===== config.mk =====
export PLATFORM = sky130hd
export DESIGN_NAME = uart_rx
export DESIGN_NICKNAME = d
export VERILOG_FILES = /design/src/rtl/uart_rx.sv
export SDC_FILE = /design/constraint.sdc
export NUM_CORES = 1
export LEC_CHECK = 0
export BUFFER_PORTS_ARGS = -buffer_cell sky130_fd_sc_hd__buf_2
export CAP_MARGIN = 20
export CORE_ASPECT_RATIO = 1.2
export CORE_MARGIN = 8
export CORE_UTILIZATION = 30
export DETAILED_ROUTE_END_ITERATION = 10
export REMOVE_ABC_BUFFERS = 1
export SETUP_SLACK_MARGIN = 0.05
export SLEW_MARGIN = 20
export SYNTH_ARGS = -nofsm -noshare
export SYNTH_HDL_FRONTEND = slang
export SYNTH_SLANG_ARGS = --single-unit

===== constraint.sdc =====
create_clock -name clk -period 2.4 [get_ports clk]
set_input_delay 0.24 -clock clk [delete_from_list [all_inputs] [get_ports clk]]
set_output_delay 0.24 -clock clk [all_outputs]
set_load 0.01 [all_outputs]

===== src/rtl/uart_rx.sv =====
// uart_rx: 16x oversampling UART receiver (LSB first, 1 start, DATA_BITS data, 1 stop); define RX_PARITY_EN to add a parity bit check.
module uart_rx #(
    parameter int DATA_BITS  = 8,
    parameter int OVERSAMPLE = 16,
    parameter int PARITY_ODD = 0
) (
    input  logic                 clk,
    input  logic                 rst_n,
    input  logic                 baud,
    input  logic                 rx,
    output logic [DATA_BITS-1:0] data_out,
    output logic                 data_valid,
    output logic                 frame_err,
    output logic                 parity_err,
    output logic                 busy
);
    localparam logic [2:0] IDLE  = 3'd0;
    localparam logic [2:0] START = 3'd1;
    localparam logic [2:0] DATA  = 3'd2;
    localparam logic [2:0] STOP  = 3'd4;
`ifdef RX_PARITY_EN
    localparam logic [2:0] PARITY     = 3'd3;
    localparam logic [2:0] AFTER_DATA = PARITY;
`else
    localparam logic [2:0] AFTER_DATA = STOP;
`endif
    localparam logic [3:0] MID_CNT  = 4'(OVERSAMPLE / 2 - 1);
    localparam logic [3:0] LAST_CNT = 4'(OVERSAMPLE - 1);
    localparam logic [3:0] LAST_BIT = 4'(DATA_BITS - 1);

    logic                 rx_meta_q, rx_s_q, baud_q, tick;
    logic                 armed_q, armed_d;
    logic [2:0]           state_q, state_d;
    logic [3:0]           cnt_q, cnt_d, cnt_wrap;
    logic [3:0]           bit_idx_q, bit_idx_d;
    logic [DATA_BITS-1:0] shift_q, shift_d, data_q, data_d;
    logic                 valid_q, valid_d, ferr_q, ferr_d, perr_q, perr_d;
`ifdef RX_PARITY_EN
    logic                 par_q, par_d;
`endif

    assign tick     = baud & ~baud_q;
    assign cnt_wrap = (cnt_q == LAST_CNT) ? 4'd0 : cnt_q + 4'd1;

    // Line synchronizer and baud rising-edge detector.
    always_ff @(posedge clk or negedge rst_n) begin
        if (!rst_n) begin
            rx_meta_q <= 1'b1;
            rx_s_q    <= 1'b1;
            baud_q    <= 1'b0;
        end else begin
            rx_meta_q <= rx;
            rx_s_q    <= rx_meta_q;
            baud_q    <= baud;
        end
    end

    // Frame deserializer: every decision is taken on a baud tick at the bit centre.
    always_comb begin
        state_d   = state_q;
        cnt_d     = cnt_q;
        bit_idx_d = bit_idx_q;
        shift_d   = shift_q;
        data_d    = data_q;
        valid_d   = 1'b0;
        ferr_d    = 1'b0;
        perr_d    = 1'b0;
        armed_d   = armed_q | (tick & rx_s_q);
`ifdef RX_PARITY_EN
        par_d     = par_q;
`endif
        if (tick) begin
            case (state_q)
                IDLE: if (armed_q && !rx_s_q) begin
                    state_d = START;
                    cnt_d   = 4'd0;
                    armed_d = 1'b0;
                end
                START: begin
                    cnt_d = (cnt_q == MID_CNT) ? 4'd0 : cnt_q + 4'd1;
                    if (cnt_q == MID_CNT) begin
                        state_d   = rx_s_q ? IDLE : DATA;
                        bit_idx_d = 4'd0;
                    end
                end
                DATA: begin
                    cnt_d = cnt_wrap;
                    if (cnt_q == LAST_CNT) begin
                        shift_d   = {rx_s_q, shift_q[DATA_BITS-1:1]};
                        bit_idx_d = (bit_idx_q == LAST_BIT) ? 4'd0 : bit_idx_q + 4'd1;
                        state_d   = (bit_idx_q == LAST_BIT) ? AFTER_DATA : DATA;
                    end
                end
`ifdef RX_PARITY_EN
                PARITY: begin
                    cnt_d = cnt_wrap;
                    if (cnt_q == LAST_CNT) begin
                        par_d   = rx_s_q;
                        state_d = STOP;
                    end
                end
`endif
                STOP: begin
                    cnt_d = cnt_wrap;
                    if (cnt_q == LAST_CNT) begin
                        state_d = IDLE;
                        valid_d = rx_s_q;
                        ferr_d  = !rx_s_q;
                        data_d  = rx_s_q ? shift_q : data_q;
`ifdef RX_PARITY_EN
                        perr_d  = rx_s_q & (par_q != ((^shift_q) ^ (PARITY_ODD != 0)));
`endif
                    end
                end
                default: state_d = IDLE;
            endcase
        end
    end

    // Receiver state and registered output strobes.
    always_ff @(posedge clk or negedge rst_n) begin
        if (!rst_n) begin
            state_q   <= IDLE;
            cnt_q     <= 4'd0;
            bit_idx_q <= 4'd0;
            armed_q   <= 1'b0;
            shift_q   <= '0;
            data_q    <= '0;
            valid_q   <= 1'b0;
            ferr_q    <= 1'b0;
            perr_q    <= 1'b0;
        end else begin
            state_q   <= state_d;
            cnt_q     <= cnt_d;
            bit_idx_q <= bit_idx_d;
            armed_q   <= armed_d;
            shift_q   <= shift_d;
            data_q    <= data_d;
            valid_q   <= valid_d;
            ferr_q    <= ferr_d;
            perr_q    <= perr_d;
        end
    end

`ifdef RX_PARITY_EN
    // Parity sample held until the stop bit decides the frame.
    always_ff @(posedge clk or negedge rst_n) begin
        if (!rst_n) par_q <= 1'b0;
        else        par_q <= par_d;
    end
`endif

    assign data_out   = data_q;
    assign data_valid = valid_q;
    assign frame_err  = ferr_q;
    assign parity_err = perr_q;
    assign busy       = (state_q != IDLE);
endmodule


Yosys cells after proc, flatten, opt, wreduce, memory -nomap -nowiden
Index checks and enable logic that the tools add are counted.
{"block": "classes", "shift": 0, "eq_ne": 10, "order_cmp": 0, "bitwise_logic": 4, "div_mod_pow": 0, "n_reduce_logical": 12, "muxes": 24, "addsub": 2, "n_mul": 0}
{"operator": "$mux 4", "n": 6}
{"operator": "$mux 3", "n": 5}
{"operator": "$pmux 3 s4", "n": 1}
{"operator": "$pmux 4 s3", "n": 1}
{"operator": "$mux 1", "n": 9}
{"operator": "$add 4x1->4 const B", "n": 2}
{"operator": "$eq 4x3->1 const B", "n": 2}
{"operator": "$ne 2x2->1 const B", "n": 4}
{"operator": "$pmux 4 s2", "n": 1}
{"operator": "$reduce_and 4->1", "n": 2}
{"operator": "$reduce_and 3->1", "n": 2}
{"operator": "$reduce_bool 3->1", "n": 2}
{"operator": "$reduce_and 5->1", "n": 1}
{"operator": "$eq 4x4->1 const B", "n": 1}
{"operator": "$eq 3x1->1 const B", "n": 1}
{"operator": "$eq 3x2->1 const B", "n": 1}
{"operator": "$eq 3x3->1 const B", "n": 1}
{"operator": "$logic_not 3->1", "n": 1}
{"operator": "$and 1x1->1", "n": 2}
{"operator": "$mux 2", "n": 1}
{"operator": "$reduce_bool 2->1", "n": 1}
{"operator": "$reduce_or 2->1", "n": 1}
{"operator": "$logic_and 1x1->1", "n": 1}
{"operator": "$logic_not 1->1", "n": 1}
{"operator": "other kinds (2)", "n": 2}
{"block": "totals", "out_inout_bits": 12, "latchBits": 0, "word_cells": 63, "regBits": 33, "ramBits": 0, "mem_count": 0, "mem_bits_ro": 0, "inputBits": 4}

Depth between registers and ports, before layout
{"block": "depth", "depth_word": 7, "ltp_mapped": 5, "ltp_nobuf": 5}

Least setup slack after synthesis
No wires, ideal clock.
{"block": "synth_path", "path_type": "reg2reg", "from": "register cnt_q[0]", "to": "register shift_q[0]", "path_slack_ns": 0.720, "arrival_ns": 1.555, "path_buffers": 0, "required_ns": 2.275, "path_stages_with_launch": 6, "period_less_slack_ns": 1.680, "setup_ns": 0.125, "cell_sequence": "dfrtp_1 ha_1 and2_2 and3_1 nand2_1 mux2_2"}
{"block": "synth_between", "elab_chain_len": 2}
{"item": "start: declaration", "line_no": "34", "rtl": "logic [3:0] cnt_q, cnt_d, cnt_wrap;"}
{"item": "start signal: assignment", "line_no": "134", "rtl": "cnt_q <= cnt_d;"}
{"item": "$eq 4x4->1", "line_no": "88", "rtl": "if (cnt_q == LAST_CNT) begin"}
{"item": "$reduce_and 3->1 (no source line)"}
{"item": "end signal: assignment", "line_no": "137", "rtl": "shift_q <= shift_d;"}
{"item": "end: declaration", "line_no": "36", "rtl": "logic [DATA_BITS-1:0] shift_q, shift_d, data_q, data_d;"}
Every way passes these cells.
A chain may end at the register's enable or synchronous reset.

Worst setup path in the final report
{"block": "layout_path", "from": "register cnt_q[0]", "to": "register shift_q[5]"}
The elaborated chain is that of the path after synthesis.

==> results.txt <==
GPL Wtd Cong: 0.760
Share of cells above drive strength 1: 0.377
CP endpoint kind: flop
Die height: 94.6 microns
# DRC: 0
IO Port Bufs: 14
Most common cell after layout, fill and taps aside: dfrtp_1
Cell row count: 28
Final hold vios: 4
Relative slew slack: 0.541
Synth unique cells: 40
Clock Path Buffers: 2
Worst EP required: 2.57 ns
Total Routed Length: 2.80 mm
Violated checks: negative hold slack
IO Pins: 16
Worst Setup Slack, final: 0.593 ns
Critical path arrival: 1.98 ns
Status: finished, violations left
Period utilisation layout: 0.753
Hold Crit Class: in2async
FFs w/ async S/R, synth: 1.00
Routed wire per std cell: 14.1 microns
Total GRT Usage: 0.0788
Clk_lat worst skew: 0.29 ns
Nets@finish: 143
Reg2reg end: shift_q[5]
Vias in the first global route: 1041
Via count: 995
Fin crit period: 1.81 ns
Detailed Routing Iterations Pass 1: 3
CTS buffer count: 5
Total global routing overflow: 0
Critical Path Max Stage Delay: 0.40 ns
ANT cells: 0
Pin count of the biggest net entering global routing: 34
Core Box Area: 4940 sq um
Post-detail-place hpwl: 2.02 mm
Fmax: 0.553 GHz
Crit path launch type: flop
Maximum fanout along the worst path: 8
R2r startpoint: cnt_q[0]
Reg2reg setup slack: 0.59 ns
Clock Skews: 0.00682 ns
Area grow syn2layout: 14.3%
Clk pin slew, worst setup/hold paths: 0.07 ns
Avg Inst Size Synth: 12.9 sq um
Unrepaired setup endpoints after global routing: no
WHS: -0.00888 ns
Pleak: 0.844 nW
Highest ir drop seen on vdd: 0.000665 V
Setup CP Type: reg2reg
Sequential element share of the synthesized area: 0.537
Initial antenna violation count: 0
Die W: 81.5 microns
EDFF count, synth: 0
Post-synthesis register bit count: 33
Post-cts gate resize count: 0
Vias per cell: 5.03
Drt first-iter violations: 9
Crit-path slowest cell: dfrtp_1
Post-synthesis cell count: 120
Worst slew pin tran: 0.689 ns
Final setup violating endpoints: 0
Top_reg_cell synth: dfrtp_1
Number of max-cap violations: 0
DIE AREA: 7700 sq um
Area leader, netlist: dfrtp_1
Post-CTS Hold Buffers: 0
CP Cell Sequence: ha_1 > and2_2 > and3_1 > nand2_1 > mux2_2
Number of synthesis warnings: 0
Commonest cells after routing, fill and taps aside: 31 x dfrtp_1, 16 x mux2_2, 14 x buf_2
Starting Density: 0.312
Largest cells by area after synthesis: dfrtp_1 50%, mux2_2 12%, dfstp_2 3.4%
Top delay family on crit path: simple AND/OR/NAND/NOR gates
Slew Viols, Final: 0
First-pass GRT wire length: 4.75 mm
Clock sink total: 33
Synthesized area: 1540 sq um
Max H-tree Level: 2
Pre-CTS setup slack: 0.594 ns
CTS tree: built
Postcts setup bufs: 0
Worst r2r path cells: 5
Yosys top cell area share: 0.503
Pwr Density: 834 nW/um^2
Setup TNS Final: 0 ns
Post-DRT Antenna Nets: 0
Clock root buffer: clkbuf_8
WP buf/inv: 0
through the flow:
stage | instances | util | hold slack, ns | total power [mW] | cell area (sq um)
final | 198 | 0.357 | -0.00888 | 1.47 | 1760
after global routing | 198 | 0.357 | 0.0505 | 1.54 | 1760
after CTS | 198 | 0.357 | 0.0264 | 1.48 | 1760
after detailed placement | 190 | 0.333 | 0.338 | 0.941 | 1650
after global placement | 190 | 0.333 | 0.318 | 0.928 | 1650
after floorplan | 116 | - | -0.0556 | 0.871 | 1500
power by group:
part | total, mW | internal, mW | switching (mW)
clock network | 0.537 | 0.338 | 0.199
registers | 0.681 | 0.608 | 0.0729
logic | 0.251 | 0.110 | 0.141
total | 1.47 | 1.06 | 0.413
metal layers:
layer,track usage,wire [microns],up-vias
li1,-,-,457
met3,0.0219,99,5
met1,0.0869,1190,518
met5,0,0,-
met2,0.130,1430,15
met4,0.0493,72,0
cell families after synthesis:
family,after synthesis,synth area share
simple gates,35,0.151
mux,16,0.117
other cells,1,0.00243
flops,33,0.537
fa+ha+maj,3,0.0235
compound gates,21,0.122
xor+xnor,1,0.00568
buf+inv,10,0.0414
layout make-up:
| type | instances | area, sq um |
|---|---|---|
| clock buffers | 7 | 86.3 |
| well taps | 60 | 75.1 |
| multi-input cells | 77 | 651 |
| clock inverters | 1 | 30.0 |
| repair buffers | 14 | 70.1 |
| fillers | 468 | 3180 |
| inverters | 6 | 22.5 |
| flip-flops and latches | 33 | 828 |
how the worst max path moves through the flow:
stage / slack [ns] / cells after the start / from / endpoint
after floorplan: 0.72 / 5 / cnt_q[0] / shift_q[0]
after detailed placement: 0.59 / 5 / cnt_q[0] / shift_q[5]
after CTS: 0.58 / 5 / cnt_q[0] / shift_q[5]
after global placement: 0.65 / 5 / cnt_q[0] / shift_q[0]
final: 0.59 / 5 / cnt_q[0] / shift_q[5]
after global routing: 0.50 / 4 / state_q[2] / cnt_q[3]
registers in the layout, indices dropped and copies added (netlist names):
signal	count
armed_q	1
data_out	8
cnt_q	4
frame_err	1
bit_idx_q	4
baud_q	1
data_valid	1
shift_q	8
rx_s_q	1
state_q	3
rx_meta_q	1
synth_stat cells (2+ instances only):
cell type / count
dfstp_2: 2
nand2b_1: 3
a211oi_4: 2
mux2_2: 16
nor3b_2: 2
o21ai_0: 8
nand3b_1: 2
a22o_1: 3
buf_6: 3
inv_1: 6
dfrtp_1: 31
nor2_1: 5
nand2_1: 5
nand3_1: 5
ha_1: 2
worst reg2reg max path, stage by stage, from the launching register on:
cell,delay (ns)
dfrtp_1,0.40
ha_1,0.21
and2_2,0.21
and3_1,0.22
nand2_1,0.26
mux2_2,0.39
No activity file was read; power rests on OpenSTA's default activity.
